## src/rtl/game_pkg.sv

```systemverilog
// Shared game types and constants for the obstacle generator and its helpers.
// Contents: lane geometry, default board size, common counter widths, the
// generator FSM state type and the random-to-lane mapping.
package game_pkg;

  localparam int unsigned LANE_W           = 3;
  localparam int unsigned BOARD_WIDTH_DEF  = 9;
  localparam int unsigned BOARD_HEIGHT_DEF = 16;
  localparam int unsigned LFSR_W           = 8;
  localparam int unsigned CNT_W            = 8;
  localparam int unsigned SCORE_W          = 16;

  typedef enum logic {
    S_GAP   = 1'b0,
    S_BLOCK = 1'b1
  } gen_state_t;

  // Out-of-range random values fold onto the centre lane.
  function automatic logic [1:0] lane_from_rnd(input logic [1:0]   rnd,
                                               input int unsigned  num_lanes);
    return (32'(rnd) >= num_lanes) ? 2'd1 : rnd;
  endfunction

endpackage

```

## src/rtl/lfsr8.sv

```systemverilog
// 8-bit Fibonacci LFSR, taps 8/6/5/4, shifting left with feedback into bit 0.
// Ports:
//   clk   - clock
//   reset - synchronous active-high; loads seed
//   en    - advance one step this cycle
//   seed  - reset value (must be nonzero)
//   q     - current LFSR state
module lfsr8
  import game_pkg::*;
(
  input  logic              clk,
  input  logic              reset,
  input  logic              en,
  input  logic [LFSR_W-1:0] seed,
  output logic [LFSR_W-1:0] q
);

  logic [LFSR_W-1:0] lfsr_d;
  logic [LFSR_W-1:0] lfsr_q;

  // Next state: shift on enable, otherwise hold.
  always_comb begin
    lfsr_d = lfsr_q;
    if (en) begin
      lfsr_d = {lfsr_q[6:0], lfsr_q[7] ^ lfsr_q[5] ^ lfsr_q[4] ^ lfsr_q[3]};
    end
  end

  always_ff @(posedge clk) begin
    if (reset) lfsr_q <= seed;
    else       lfsr_q <= lfsr_d;
  end

  assign q = lfsr_q;

endmodule

```

## src/rtl/obstacle_generator.sv

```systemverilog
// Scrolling obstacle board generator. Every accepted tick shifts the board
// down one row, inserts a new top row from a gap/block FSM and raises
// update_collision for the following cycle. game_Over freezes everything.
// Ports:
//   clk              - clock
//   reset            - synchronous active-high, overrides all other inputs
//   tick             - advance request, one row per high cycle
//   game_Over        - freezes the generator
//   obstacle_data    - board rows, row 0 = top; bit 1 = obstacle
//   update_collision - one-cycle pulse after each shift
//   score            - count of non-empty rows shifted off the bottom
module obstacle_generator
  import game_pkg::*;
#(
  parameter int unsigned board_width  = BOARD_WIDTH_DEF,
  parameter int unsigned board_height = BOARD_HEIGHT_DEF,
  parameter int unsigned NUM_LANES    = 3,
  parameter int unsigned BLOCK_ROWS   = 2,
  parameter int unsigned INIT_GAP     = 4,
  parameter int unsigned MIN_GAP      = 1,
  parameter int unsigned LEVEL_UP     = 4,
  parameter logic [7:0]  LFSR_SEED    = 8'h01
)
(
  input  logic                   clk,
  input  logic                   reset,
  input  logic                   tick,
  input  logic                   game_Over,
  output logic [board_width-1:0] obstacle_data [0:board_height-1],
  output logic                   update_collision,
  output logic [SCORE_W-1:0]     score
);

  logic [board_width-1:0] rows_d [0:board_height-1];
  logic [board_width-1:0] rows_q [0:board_height-1];
  gen_state_t             state_d, state_q;
  logic [CNT_W-1:0]       row_cnt_d, row_cnt_q;
  logic [CNT_W-1:0]       gap_len_d, gap_len_q;
  logic [CNT_W-1:0]       blk_cnt_d, blk_cnt_q;
  logic [1:0]             lane_d, lane_q;
  logic [SCORE_W-1:0]     score_d, score_q;
  logic                   upd_d, upd_q;

  logic                   accept_c;
  logic [LFSR_W-1:0]      lfsr_val;
  logic                   lfsr_unused_c;
  logic [1:0]             lane_sel_c;
  logic [board_width-1:0] new_row_c;
  logic [CNT_W-1:0]       blk_inc_c;

  assign accept_c = tick & ~game_Over & ~reset;

  lfsr8 u_lfsr (
    .clk   (clk),
    .reset (reset),
    .en    (accept_c),
    .seed  (LFSR_SEED),
    .q     (lfsr_val)
  );

  // Only the low two LFSR bits pick a lane.
  assign lfsr_unused_c = ^lfsr_val[LFSR_W-1:2];

  // Next-state: row shift, gap/block FSM, difficulty and score.
  always_comb begin
    rows_d    = rows_q;
    state_d   = state_q;
    row_cnt_d = row_cnt_q;
    gap_len_d = gap_len_q;
    blk_cnt_d = blk_cnt_q;
    lane_d    = lane_q;
    score_d   = score_q;
    upd_d     = 1'b0;
    new_row_c = '0;
    blk_inc_c = blk_cnt_q + CNT_W'(1);

    // A block's lane is drawn on its first row and then held.
    lane_sel_c = lane_q;
    if (state_q == S_BLOCK && row_cnt_q == CNT_W'(BLOCK_ROWS)) begin
      lane_sel_c = lane_from_rnd(lfsr_val[1:0], NUM_LANES);
    end
    if (state_q == S_BLOCK) begin
      new_row_c = board_width'({LANE_W{1'b1}}) << (LANE_W * 32'(lane_sel_c));
    end

    if (accept_c) begin
      upd_d = 1'b1;
      for (int i = 1; i < int'(board_height); i++) begin
        rows_d[i] = rows_q[i-1];
      end
      rows_d[0] = new_row_c;

      if (rows_q[board_height-1] != '0 && score_q != {SCORE_W{1'b1}}) begin
        score_d = score_q + SCORE_W'(1);
      end

      row_cnt_d = row_cnt_q - CNT_W'(1);
      case (state_q)
        S_GAP: begin
          if (row_cnt_q == CNT_W'(1)) begin
            state_d   = S_BLOCK;
            row_cnt_d = CNT_W'(BLOCK_ROWS);
          end
        end
        S_BLOCK: begin
          lane_d = lane_sel_c;
          if (row_cnt_q == CNT_W'(1)) begin
            state_d   = S_GAP;
            blk_cnt_d = blk_inc_c;
            row_cnt_d = gap_len_q;
            // Level-up shortens this very next gap.
            if (blk_inc_c == CNT_W'(LEVEL_UP)) begin
              blk_cnt_d = '0;
              gap_len_d = (gap_len_q > CNT_W'(MIN_GAP)) ? gap_len_q - CNT_W'(1)
                                                        : CNT_W'(MIN_GAP);
              row_cnt_d = gap_len_d;
            end
          end
        end
        default: state_d = S_GAP;
      endcase
    end
  end

  always_ff @(posedge clk) begin
    if (reset) begin
      rows_q    <= '{default: '0};
      state_q   <= S_GAP;
      row_cnt_q <= CNT_W'(INIT_GAP);
      gap_len_q <= CNT_W'(INIT_GAP);
      blk_cnt_q <= '0;
      lane_q    <= '0;
      score_q   <= '0;
      upd_q     <= 1'b0;
    end else begin
      rows_q    <= rows_d;
      state_q   <= state_d;
      row_cnt_q <= row_cnt_d;
      gap_len_q <= gap_len_d;
      blk_cnt_q <= blk_cnt_d;
      lane_q    <= lane_d;
      score_q   <= score_d;
      upd_q     <= upd_d;
    end
  end

  assign obstacle_data    = rows_q;
  assign update_collision = upd_q;
  assign score            = score_q;

endmodule

```

## config.mk

```make
export PLATFORM = sky130hd
export DESIGN_NAME = obstacle_generator
export DESIGN_NICKNAME = d
export VERILOG_FILES = /design/src/rtl/game_pkg.sv /design/src/rtl/lfsr8.sv /design/src/rtl/obstacle_generator.sv
export SDC_FILE = /design/constraint.sdc
export NUM_CORES = 1
export LEC_CHECK = 0
export ABC_AREA = 1
export CORE_MARGIN = 10
export CORE_UTILIZATION = 58
export DETAILED_ROUTE_END_ITERATION = 10
export DONT_BUFFER_PORTS = 1
export PLACE_DENSITY = 0.76
export SETUP_SLACK_MARGIN = 0.2
export SYNTH_ARGS = -nofsm -noshare
export SYNTH_HDL_FRONTEND = slang
export SYNTH_HIERARCHICAL = 1
export SYNTH_SLANG_ARGS = --single-unit
```

## constraint.sdc

```tcl
create_clock -name clk -period 1.5 [get_ports clk]
set_input_delay 0.225 -clock clk [delete_from_list [all_inputs] [get_ports clk]]
set_output_delay 0.225 -clock clk [all_outputs]
set_load 0.02 [all_outputs]
```

**After elaboration in Yosys (flattened, before gate mapping)**

Cells that the tools add are included.

- $lt $le $gt $ge: 2
- Bitwise operators: 8
- $add $sub $neg: 4
- Equal/unequal tests: 4
- Reduce and logical (&&, ||, !) cells: 6
- Multiplexer cells: 13
- Shifts and indexed selects: 1
- $mul: 1

Operators by type and width:

| kind | number |
|---|---|
| 2-to-1 mux 8 bit | 5 |
| adder 16 x 1 -> 16 bit (second input constant) | 1 |
| inequality test 16 bit (second input constant) | 1 |
| case mux 8 bit (2 select lines) | 1 |
| subtractor 8 x 1 -> 8 bit (second input constant) | 2 |
| 2-to-1 mux 9 bit | 1 |
| nonzero test 9 bit | 1 |
| left shift 3 x 4 -> 9 bit (first input constant) | 1 |
| adder 8 x 1 -> 8 bit (second input constant) | 1 |
| == test 8 x 1 -> 1 bit (second input constant) | 1 |
| == test 8 x 2 -> 1 bit (second input constant) | 1 |
| == test 8 x 3 -> 1 bit (second input constant) | 1 |
| greater-than comparator 8 x 1 -> 1 bit (second input constant) | 1 |
| multiplier 2 x 2 -> 4 bit (first input constant) | 1 |
| 2-to-1 mux 2 bit | 2 |
| AND reduction 2 bit | 2 |
| 2-to-1 mux 1 bit | 3 |
| inverter 1 bit | 3 |
| AND reduction 3 bit | 1 |
| bitwise XOR 1 bit | 3 |
| bitwise AND 1 bit | 2 |
| greater-or-equal comparator 2 bit (second input constant) | 1 |
| logical AND 1 bit | 2 |
| case mux 1 bit (2 select lines) | 1 |

- Bits of input ports: 4
- Word-level logic and storage cells: 63
- Bits in registers: 196

**Depth between registers and ports, before layout**

- Depth in word-level cells: 6
- Depth in mapped cells: 13

**By module**

Netlist, hierarchy kept.

Modules (own cells, without submodules):

| module | instances | sequential area each (µm²) | cells an instance | area an instance (µm²) |
|---|---|---|---|---|
| obstacle_generator | 1 | 1,841.8 | 648 | 4,938.5 |
| lfsr8 | 1 | 240.2 | 47 | 409.1 |

**Least setup slack after synthesis**

Ideal clock, no wire load.

- Kind: register to register
- From: register score_q[0], in the netlist score[0]
- To: register score_q[1], in the netlist score[1]
- Cell stages (with the launch flop): 10
- Slack: -0.146 ns
- Clock period less this slack: 1.646 ns
- Data required time: 1.384 ns
- Buffers on the path: 1
- Library setup time: 0.116 ns
- Arrival time: 1.530 ns
- Path through: dfxtp_1 ha_1 nand2_1 nor2_1 nand3_1 o21ai_2 inv_2 buf_6 nor2_1 nor2_1

- Cells in the longest elaborated chain, start to end: 3
- Elaborated cells on any way between the ends: 4
- Classes of those cells: 1 x add/sub; 1 x eq/ne; 2 x reduce/logical

RTL lines:

| element | line | RTL |
|---|---|---|
| start: declaration | obstacle_generator.sv:41 | `logic [SCORE_W-1:0] score_d, score_q;` |
| start signal: assignment | obstacle_generator.sv:142 | `score_q <= score_d;` |
| parallel branches: the longest is 3 deep, another holds adder 16 x 1 -> 16 bit | -- |  |

Several ways; the timed one is not identified.
A chain may end at the register's enable or synchronous reset.

**Worst setup path in the final report**

- From: register blk_cnt_q[1]
- To: register row_cnt_q[6]

- Cells in the longest elaborated chain, start to end: 5

RTL lines:

| element | line | RTL |
|---|---|---|
| start: declaration | obstacle_generator.sv:39 | `logic [CNT_W-1:0] blk_cnt_d, blk_cnt_q;` |
| start signal: assignment | obstacle_generator.sv:140 | `blk_cnt_q <= blk_cnt_d;` |
| adder 8 x 1 -> 8 bit | obstacle_generator.sv:75 | `blk_inc_c = blk_cnt_q + CNT_W'(1);` |
| == test 8 x 3 -> 1 bit | obstacle_generator.sv:112 | `if (blk_inc_c == CNT_W'(LEVEL_UP)) begin` |
| 2-to-1 mux 8 bit | obstacle_generator.sv:112 |  |
| 2-to-1 mux 8 bit | obstacle_generator.sv:107 | `if (row_cnt_q == CNT_W'(1)) begin` |
| case mux 8 bit (2 select lines) | obstacle_generator.sv:98 | `case (state_q)` |
| end signal: assignment | obstacle_generator.sv:129 | `row_cnt_q <= CNT_W'(INIT_GAP);` |
| end signal: assignment | obstacle_generator.sv:138 | `row_cnt_q <= row_cnt_d;` |
| end: declaration | obstacle_generator.sv:37 | `logic [CNT_W-1:0] row_cnt_d, row_cnt_q;` |

No other way between the ends.

==> metrics <==
Clock Tree Buf Depth 2; Post-synth EDFFs 8; Worst path top cell family by delay simple AND/OR/NAND/NOR gates; Die ar. 0.0135 mm2; fillers 589; Worst Max-Slew Pin Slew 0.630 ns; commonest cells after routing, fill and taps aside buf_4, nand2_1, inv_1; Static Leak 2.57 nW; Routed WL per cell 17.1 um; RSZ-0062 raised after global routing true; global routing's busiest layer met2; Routed WL 14.3 mm; first-pass GRT wire length 21.7 mm; final setup violating endpoints 35; synthesized area 0.00535 mm2; clock sink total 100; pin count of the biggest net entering global routing 39; critical path data arrival time 2.06 ns; final critical-path setup slack -0.250 ns; final hold violations 0; Post-Layout Inst Area 0.00633 mm2; routed vias 4686; 1st-pass router iterations 7; WP depth 11; failing checks negative setup slack; Root Driver clkbuf_8; Setup Skew 0.00891 ns; status finished, violations left; final antenna diode count 0; I/O Pins 165; # Max-Cap Violations 0; unique cell type count in the Yosys netlist 42; Final Slew Violations 0; post-synth top area share 0.344; vias in the first global route 4501; largest cells by area after synthesis dfxtp_1, buf_4, nand2_1; mux contribution to synthesized area 0; Detail Placement HPWL 9.13 mm; initial cell density of the core 0.604; Avg Cell Area, Syn 7.69 um2; DR iter-0 viols 381; FMAX 572 MHz; Seq/Total Area, Yosys 0.389; Final Net Count 736; GRT met1 Usage 0.220; hold_ws 0.0415 ns; CP Capture Type flip-flop; CTS tree built; Area after DPL 0.00553 mm2; RePlAce Congestion 0.865; Global Route met3 Usage 0.0455; fin crit share 1.17; Simple-Gate Fraction of Synth Area 0.214; area leader, netlist dfxtp_1; CP peak stage delay 0.39 ns; crit path kind reg2reg; worst IR drop on VDD 0.000498 V; CP Cell Sequence ha_4, inv_2, nand2_2, nand2_2, nor2_4, nand3_4, nor2_8, nand2_8, nand2_4, nand3_1, a21boi_2; die width 116 um; WP buf/inv 1; Yosys warnings 6; layout cells sized above 1 0.381; Core Box Area 0.00885 mm2; Via density 5.60; Antenna Nets Post-Route 0; CP max stage cell dfxtp_4; Worst EP required 1.81 ns; drc violations 0; crit start category flip-flop; Pwr per Cell Area 756 mW/mm2; met2 Use GR 0.357; Async SR Flop Fraction 0; adder-cell area share of the yosys netlist 0.0187; post-synthesis xor/xnor area fraction 0.0213; crit-path max FO 6; Hold Path Class in2reg; Skew-Pair Late Insertion Delay 0.38 ns; hold depth 2; total congestion overflow 0; post-synthesis cell count 695; total CTS buffers 9; Area Overhead vs Synth 18.3%; slew margin rel. 0.578; commonest non-fill, non-tap cell in the layout buf_4; CP most frequent cell nand2_2; initial antenna violation count 0; post-route minimum period 1.75 ns; row count 34; Port Buffers 0; die height 116 um; total track usage 0.198; worst reg2reg path depth 11; flops & latches, synth 100; area fraction in compound gates after synthesis 0.131; register-to-register setup slack -0.25 ns; commonest register cell after synthesis dfxtp_1; Clock transition at path regs 0.10 ns; largest family of logic cells by synthesized area buffers and inverters; htree depth 3
[layer usage]
layer / wire (um) / up-vias
met4: 436 / 0
li1: - / 2222
met3: 1080 / 53
met2: 7330 / 241
met1: 5440 / 2170
met5: 0 / -
[path summary, 6_finish.rpt]
check | startpoint | end
worst max-delay path | blk_cnt_q[1] | row_cnt_q[6]
worst max register to register | blk_cnt_q[1] | row_cnt_q[6]
worst min register to register | blk_cnt_q[7] | blk_cnt_q[7]
worst min-delay path | reset | u_lfsr/q[0]
[worst register-to-register path: stages (launching register included)]
cell and delay [ns]:
dfxtp_4 0.39, ha_4 0.15, inv_2 0.04, nand2_2 0.07, nand2_2 0.08, nor2_4 0.14, nand3_4 0.12, nor2_8 0.22
nand2_8 0.11, nand2_4 0.08, nand3_1 0.12, a21boi_2 0.16
[power by group]
part	switching (W)	total, W	internal, W	leakage, nW
Sequential	0.0000356	0.00276	0.00273	0.834
Combinational	0.000201	0.000335	0.000134	1.64
Clock	0.00104	0.00169	0.000644	0.0953
[registers in the layout, indices dropped and copies added, names as in the netlist]
| name | flops |
|---|---|
| obstacle_data | 48 |
| gap_len_q | 8 |
| u_lfsr/q | 8 |
| lane_q | 2 |
| state_q | 1 |
| score | 16 |
| blk_cnt_q | 8 |
| row_cnt_q | 8 |
| update_collision | 1 |
[per-stage QoR]
stage | std cells | util | power, W | setup slack, ns | TNS (ns)
after floorplan | 701 | - | 0.00301 | 0.00167 | 0
after global placement | 794 | 0.625 | 0.00307 | -0.0677 | -0.745
after detailed placement | 794 | 0.625 | 0.00308 | -0.130 | -1.60
after CTS | 833 | 0.691 | 0.00476 | -0.104 | -1.64
after global routing | 837 | 0.715 | 0.00495 | -0.326 | -8.48
final | 837 | 0.715 | 0.00478 | -0.250 | -4.90
[area by class of cell]
class	count	area [um2]	share of cell area
clock buffer	9	124	0.0196
clock inverter	7	66.3	0.0105
inverter	99	397	0.0627
multi-input combinational	392	2530	0.401
sequential	100	2120	0.335
tap	108	135	0.0214
timing repair buffer	120	938	0.148
timing repair inverter	2	15.0	0.00237
[cells by family (layout without fill, tap and decap cells)]
kind of cell | Yosys count | after routing
compound gates | 119 | 119
xor+xnor | 13 | 13
fa+ha+maj | 8 | 8
buf+inv | 212 | 237
flops | 100 | 100
other cells | 2 | 8
simple gates | 241 | 244
[what timing repair did]
| item | in CTS | in global routing |
|---|---|---|
| resized for setup | 62 | 49 |
| hold buffers | 1 | 0 |
| cloned | 6 | 0 |
| pin swaps | 29 | 14 |
| endpoints found under the hold margin | 12 | 0 |
| buffers inserted | 16 | 4 |
| setup endpoints to repair | 52 | 46 |
[synthesized netlist by cell type, types with 2 or more instances]
master,number
buf_1,3
nand3_2,3
a21oi_1,26
nor2_8,2
o21ai_1,6
xnor2_1,6
o211ai_1,3
nor2_2,6
nand3_1,48
inv_2,6
o21ai_0,27
edfxtp_1,8
nor3_1,8
a21boi_1,2
o21ai_2,2
buf_2,5
buf_4,97
buf_6,4
nand2_1,118
inv_1,91
nor2_1,33
xor2_1,7
conb_1,2
nand4_1,6
dfxtp_1,92
nand2_2,10
clkbuf_1,4
ha_1,8
a21oi_2,4
o31ai_1,2
o22ai_1,45
(Power assumes the default switching activity.)
